## src/rtl/hazard_ctrl.sv

```systemverilog
// Pipeline hazard controller: stall/flush sequencing for load-use, taken branches
// and multi-cycle EX ops, plus EX operand forwarding selects and perf counters.
module hazard_ctrl #(
    parameter int          MC_LAT = 4,
    parameter logic [1:0]  WB_LD  = 2'b01,
    parameter int          CNT_W  = 32
) (
    input  logic             clk,
    input  logic             rst_n,
    input  logic [4:0]       rs1_addr_D,
    input  logic [4:0]       rs2_addr_D,
    input  logic [4:0]       rs1_addr_E,
    input  logic [4:0]       rs2_addr_E,
    input  logic [4:0]       rd_addr_E,
    input  logic             reg_wr_en_E,
    input  logic [1:0]       wb_sel_E,
    input  logic [4:0]       rd_addr_M,
    input  logic             reg_wr_en_M,
    input  logic [4:0]       rd_addr_W,
    input  logic             reg_wr_en_W,
    input  logic             br_taken_E,
    input  logic             mc_req_E,
    input  logic             perf_clr,
    output logic             enable_F,
    output logic             enable_D,
    output logic             flush_D,
    output logic             enable_E,
    output logic             flush_E,
    output logic             flush_M,
    output logic             mc_done,
    output logic [1:0]       fwd_a_sel,
    output logic [1:0]       fwd_b_sel,
    output logic [CNT_W-1:0] stall_cnt,
    output logic [CNT_W-1:0] flush_cnt
);

    typedef enum logic {
        RUN  = 1'b0,
        BUSY = 1'b1
    } state_t;

    // The request cycle itself and the release cycle are not counted down.
    localparam logic [3:0] MC_LOAD = 4'(MC_LAT - 2);

    state_t            state_reg, state_next;
    logic [3:0]        mc_cnt_reg, mc_cnt_next;
    logic [CNT_W-1:0]  stall_cnt_reg, flush_cnt_reg;
    logic              load_use;
    logic              br_honoured;

    logic [1:0][4:0]   rs_e;
    logic [1:0][1:0]   fwd_sel;
    logic [1:0]        ld_hit;
    logic [1:0][4:0]   rs_d;

    assign rs_e[0] = rs1_addr_E;
    assign rs_e[1] = rs2_addr_E;
    assign rs_d[0] = rs1_addr_D;
    assign rs_d[1] = rs2_addr_D;

    // Per-operand forwarding and load-use source matching; x0 never matches.
    generate
        for (genvar gi = 0; gi < 2; gi++) begin : g_operand
            logic mem_hit;
            logic wb_hit;

            assign mem_hit = reg_wr_en_M && (rd_addr_M != 5'd0) && (rd_addr_M == rs_e[gi]);
            assign wb_hit  = reg_wr_en_W && (rd_addr_W != 5'd0) && (rd_addr_W == rs_e[gi]);
            assign fwd_sel[gi] = mem_hit ? 2'b01 : (wb_hit ? 2'b10 : 2'b00);

            assign ld_hit[gi] = (rd_addr_E == rs_d[gi]);
        end
    endgenerate

    assign fwd_a_sel = fwd_sel[0];
    assign fwd_b_sel = fwd_sel[1];

    assign load_use = reg_wr_en_E && (wb_sel_E == WB_LD) && (rd_addr_E != 5'd0) && (|ld_hit);

    always_ff @(posedge clk or negedge rst_n) begin
        if (!rst_n) begin
            state_reg  <= RUN;
            mc_cnt_reg <= 4'd0;
        end else begin
            state_reg  <= state_next;
            mc_cnt_reg <= mc_cnt_next;
        end
    end

    always_comb begin
        state_next  = state_reg;
        mc_cnt_next = mc_cnt_reg;
        enable_F    = 1'b1;
        enable_D    = 1'b1;
        enable_E    = 1'b1;
        flush_D     = 1'b0;
        flush_E     = 1'b0;
        flush_M     = 1'b0;
        mc_done     = 1'b0;
        br_honoured = 1'b0;

        case (state_reg)
            RUN: begin
                if (br_taken_E) begin
                    flush_D     = 1'b1;
                    flush_E     = 1'b1;
                    br_honoured = 1'b1;
                end else if (mc_req_E) begin
                    enable_F    = 1'b0;
                    enable_D    = 1'b0;
                    enable_E    = 1'b0;
                    flush_M     = 1'b1;
                    mc_cnt_next = MC_LOAD;
                    state_next  = BUSY;
                end else if (load_use) begin
                    enable_F = 1'b0;
                    enable_D = 1'b0;
                    flush_E  = 1'b1;
                end
            end
            BUSY: begin
                // Hazard inputs are ignored while the op holds EX.
                if (mc_cnt_reg != 4'd0) begin
                    enable_F    = 1'b0;
                    enable_D    = 1'b0;
                    enable_E    = 1'b0;
                    flush_M     = 1'b1;
                    mc_cnt_next = mc_cnt_reg - 4'd1;
                end else begin
                    mc_done    = 1'b1;
                    state_next = RUN;
                end
            end
        endcase
    end

    always_ff @(posedge clk or negedge rst_n) begin
        if (!rst_n) begin
            stall_cnt_reg <= '0;
            flush_cnt_reg <= '0;
        end else if (perf_clr) begin
            stall_cnt_reg <= '0;
            flush_cnt_reg <= '0;
        end else begin
            if (!enable_D) begin
                stall_cnt_reg <= stall_cnt_reg + CNT_W'(1);
            end
            if (br_honoured) begin
                flush_cnt_reg <= flush_cnt_reg + CNT_W'(1);
            end
        end
    end

    assign stall_cnt = stall_cnt_reg;
    assign flush_cnt = flush_cnt_reg;

endmodule

```

## config.mk

```make
export PLATFORM = sky130hd
export DESIGN_NAME = hazard_ctrl
export DESIGN_NICKNAME = d
export VERILOG_FILES = /design/src/rtl/hazard_ctrl.sv
export SDC_FILE = /design/constraint.sdc
export NUM_CORES = 1
export LEC_CHECK = 0
export ABC_AREA = 1
export BUFFER_PORTS_ARGS = -buffer_cell sky130_fd_sc_hd__buf_2
export CORE_ASPECT_RATIO = 1.5
export CORE_MARGIN = 10
export CORE_UTILIZATION = 55
export DETAILED_ROUTE_END_ITERATION = 8
export GPL_TIMING_DRIVEN = 0
export PLACE_DENSITY = 0.81
export SKIP_LAST_GASP = 1
export SYNTH_ARGS = -nofsm -noshare
export SYNTH_HDL_FRONTEND = slang
export SYNTH_SLANG_ARGS = --single-unit
```

## constraint.sdc

```tcl
create_clock -name clk -period 1.94 [get_ports clk]
set_clock_uncertainty 0.05 [all_clocks]
set_input_delay 0.194 -clock clk [delete_from_list [all_inputs] [get_ports clk]]
set_output_delay 0.194 -clock clk [all_outputs]
set_load 0.1 [all_outputs]
```

==> results.json <==
{
  "worstSetupStartpoint": "mc_cnt_reg[0]$_DFFE_PN0P_",
  "rr_worst_depth": 14,
  "drive_above_1_share_pct": 27.8,
  "avgRoutedWirePerCell_um": 16.8,
  "hold_violations": 0,
  "end_kind": "output pin",
  "failed_checks": "setup timing",
  "drc": 0,
  "dr.pass1.iters": 5,
  "clkLatencyLatePin_ns": 0.35,
  "hold_path_class": "in2reg",
  "drt-total-wl_um": 17700,
  "antenna_cells": 0,
  "reg2reg_from": "mc_cnt_reg[0]$_DFFE_PN0P_",
  "cp-start-kind": "flip-flop",
  "outcome": "complete, but fails checks",
  "vdd_drop_max_mv": 0.684,
  "cts_buffers": 9,
  "critPathRequiredTime_ns": 1.70,
  "rrSetupSlack_ns": -0.16,
  "syn_area_sq_um": 5240,
  "place_congestion": 0.950,
  "yosys.area_share.simple_pct": 44.6,
  "ys_warn_count": 0,
  "cts_buffer_depth": 2,
  "grt_setup_unrepaired": "true",
  "num_rows": 43,
  "fin_crit_sh_pct": 108,
  "die_w_um": 99.7,
  "yosysTopAreaCell": "dfrtp_1",
  "yosys-top-cells-area": "dfrtp_1 33%, nand2_1 16%, nor2_1 8.1%",
  "ys_seq_elements": 69,
  "grt_start_max_net_pins": 70,
  "tightest_slew_ns": 0.897,
  "ys_seq_area_share_pct": 33.0,
  "cts_tree": "done",
  "start_util_pct": 56.6,
  "root_buffer": "clkbuf_16",
  "area_delta_synth_final_pct": 29.7,
  "slew_viol_final": 0,
  "fin_nets": 985,
  "die-area_sq_um": 13900,
  "vias": 5898,
  "yosys.area.top_type_share_pct": 33.0,
  "final_cell_mix": "227 x nand2_1, 115 x buf_2, 110 x nor2_1",
  "synth_top_family_by_area": "simple AND/OR/NAND/NOR gates",
  "clock.fmax_mhz": 475,
  "overflow": 0,
  "syn_avg_cell_area_sq_um": 6.70,
  "arrival_ns": 1.86,
  "setup_slack_ns": -0.164,
  "dpl.hpwl_um": 13200,
  "antenna_found_initial": 0,
  "p_per_area_nw_per_um2": 970,
  "clk_pin_slew_worst_paths_ns": 0.06,
  "drtIter0Drc": 443,
  "timing.rr.end": "mc_cnt_reg[0]$_DFFE_PN0P_",
  "whs_ns": 0.156,
  "endpoint": "enable_F",
  "grt_pass1_wl_um": 28000,
  "synth-xor-area-share_pct": 6.85,
  "synth_fa_ha_area_share_pct": 0.955,
  "min_period_ns": 2.10,
  "ios": 120,
  "cts.sinks": 69,
  "synth_compound_area_share_pct": 4.39,
  "htreeDepth": 3,
  "hold_path_startpoint": "perf_clr",
  "crit_fanout": 3,
  "leakagePower_nw": 3.45,
  "syn_nets": 831,
  "ant_nets": 0,
  "path_class": "reg2out",
  "track_usage_pct": 24.5,
  "synthMuxAreaShare_pct": 0,
  "grt_pass1_vias": 6016,
  "via_per_inst": 5.60,
  "synthCells": 782,
  "finalPower_mw": 6.59,
  "synth.distinct_cells": 35,
  "core-area_sq_um": 9250,
  "cap_violations": 0,
  "finalSetupViolations": 16,
  "slew_headroom_pct": 40.2,
  "die_height_um": 140,
  "final_common_cell": "nand2_1",
  "io_buffers": 118
}
==> report_power, final <==
part	internal, mW	switching [mW]
clock network	1.42	0.677
registers	1.52	0.120
logic	1.08	1.77
total	4.02	2.57
==> worst min-delay path by stage <==
stage | endpoint | slack (ns) | cells past startpoint
6_report | flush_cnt[0]$_DFFE_PN0P_ | 0.16 | 2
5_1_grt | flush_cnt[0]$_DFFE_PN0P_ | 0.18 | 2
4_1_cts | flush_cnt[0]$_DFFE_PN0P_ | 0.15 | 2
3_5_place_dp | stall_cnt[9]$_DFFE_PN0P_ | 0.33 | 1
3_3_place_gp | flush_cnt[6]$_DFFE_PN0P_ | 0.43 | 1
2_1_floorplan | flush_cnt[0]$_DFFE_PN0P_ | -0.15 | 0
==> critical path, cell delays in order, from the launching register on <==
cell	delay, ns
dfrtp_1	0.39
inv_2	0.09
ha_4	0.15
nand2_4	0.06
nor3_4	0.21
nor2_1	0.08
nand3_2	0.10
nand2_4	0.08
clkinvlp_4	0.10
buf_12	0.10
buf_12	0.16
==> metrics by stage <==
stage          instances  setup slack [ns]  cell area, sq um  TNS, ns  utilization (%)
3_3_place_gp        1012            -0.275              6080   -0.574             65.8
2_1_floorplan        782            -0.889              5350   -17.36                -
4_1_cts             1048            -0.175              6700   -0.502             72.4
5_1_grt             1053            -0.223              6800    -2.15             73.4
6_report            1053            -0.164              6800   -0.948             73.4
3_5_place_dp        1012            -0.302              6090   -0.651             65.8
==> cells in the mapped netlist (all sizes together) <==
| cell type | count |
|---|---|
| a211oi | 1 |
| a21oi | 14 |
| a31oi | 2 |
| buf | 17 |
| clkbuf | 6 |
| clkinv | 1 |
| dfrtp | 69 |
| ha | 4 |
| inv | 103 |
| nand2 | 235 |
| nand3 | 74 |
| nand4 | 45 |
| nor2 | 124 |
| nor3 | 16 |
| nor3b | 1 |
| nor4 | 3 |
| o21a | 2 |
| o21ai | 22 |
| o21bai | 1 |
| o31ai | 1 |
| xnor2 | 24 |
| xor2 | 17 |
==> timing repair <==
item / in CTS / in global routing
hold buffers: 1 / 0
endpoints found under the hold margin: 69 / 0
gates resized for setup: 23 / 13
setup endpoints to repair: 9 / 14
buffers inserted: 19 / 8
cloned: 0 / 1
pin swaps: 3 / 4
==> logic make-up (layout without fill, tap and decap cells) <==
logic type               count (synthesis)  count (layout)
XOR/XNOR                                41              41
AND/OR/NAND/NOR                        498             498
adder cells (fa/ha/maj)                  4               4
buffers and inverters                  127             286
AO/OA/AOI/OAI                           43              43
flip-flops                              69              69
==> final cells by class <==
class                   instances  area (sq um)
clock inverters                 6           134
inverters                     104           398
plain buffers                  21           166
multi-input cells             586          3080
fillers                       740          2460
flip-flops and latches         69          1760
clock buffers                  10           239
repair buffers                145           880
well taps                     112           140
==> metal layers <==
| layer | vias up | track usage (%) | share of wire [%] |
|---|---|---|---|
| met4 | 0 | 15.4 | 4.9 |
| li1 | 2796 | - | - |
| met5 | - | 0 | 0 |
| met1 | 2772 | 24.5 | 35 |
| met2 | 259 | 44.2 | 54 |
| met3 | 71 | 5.05 | 6.4 |
Power figures use the tool's default switching activity.
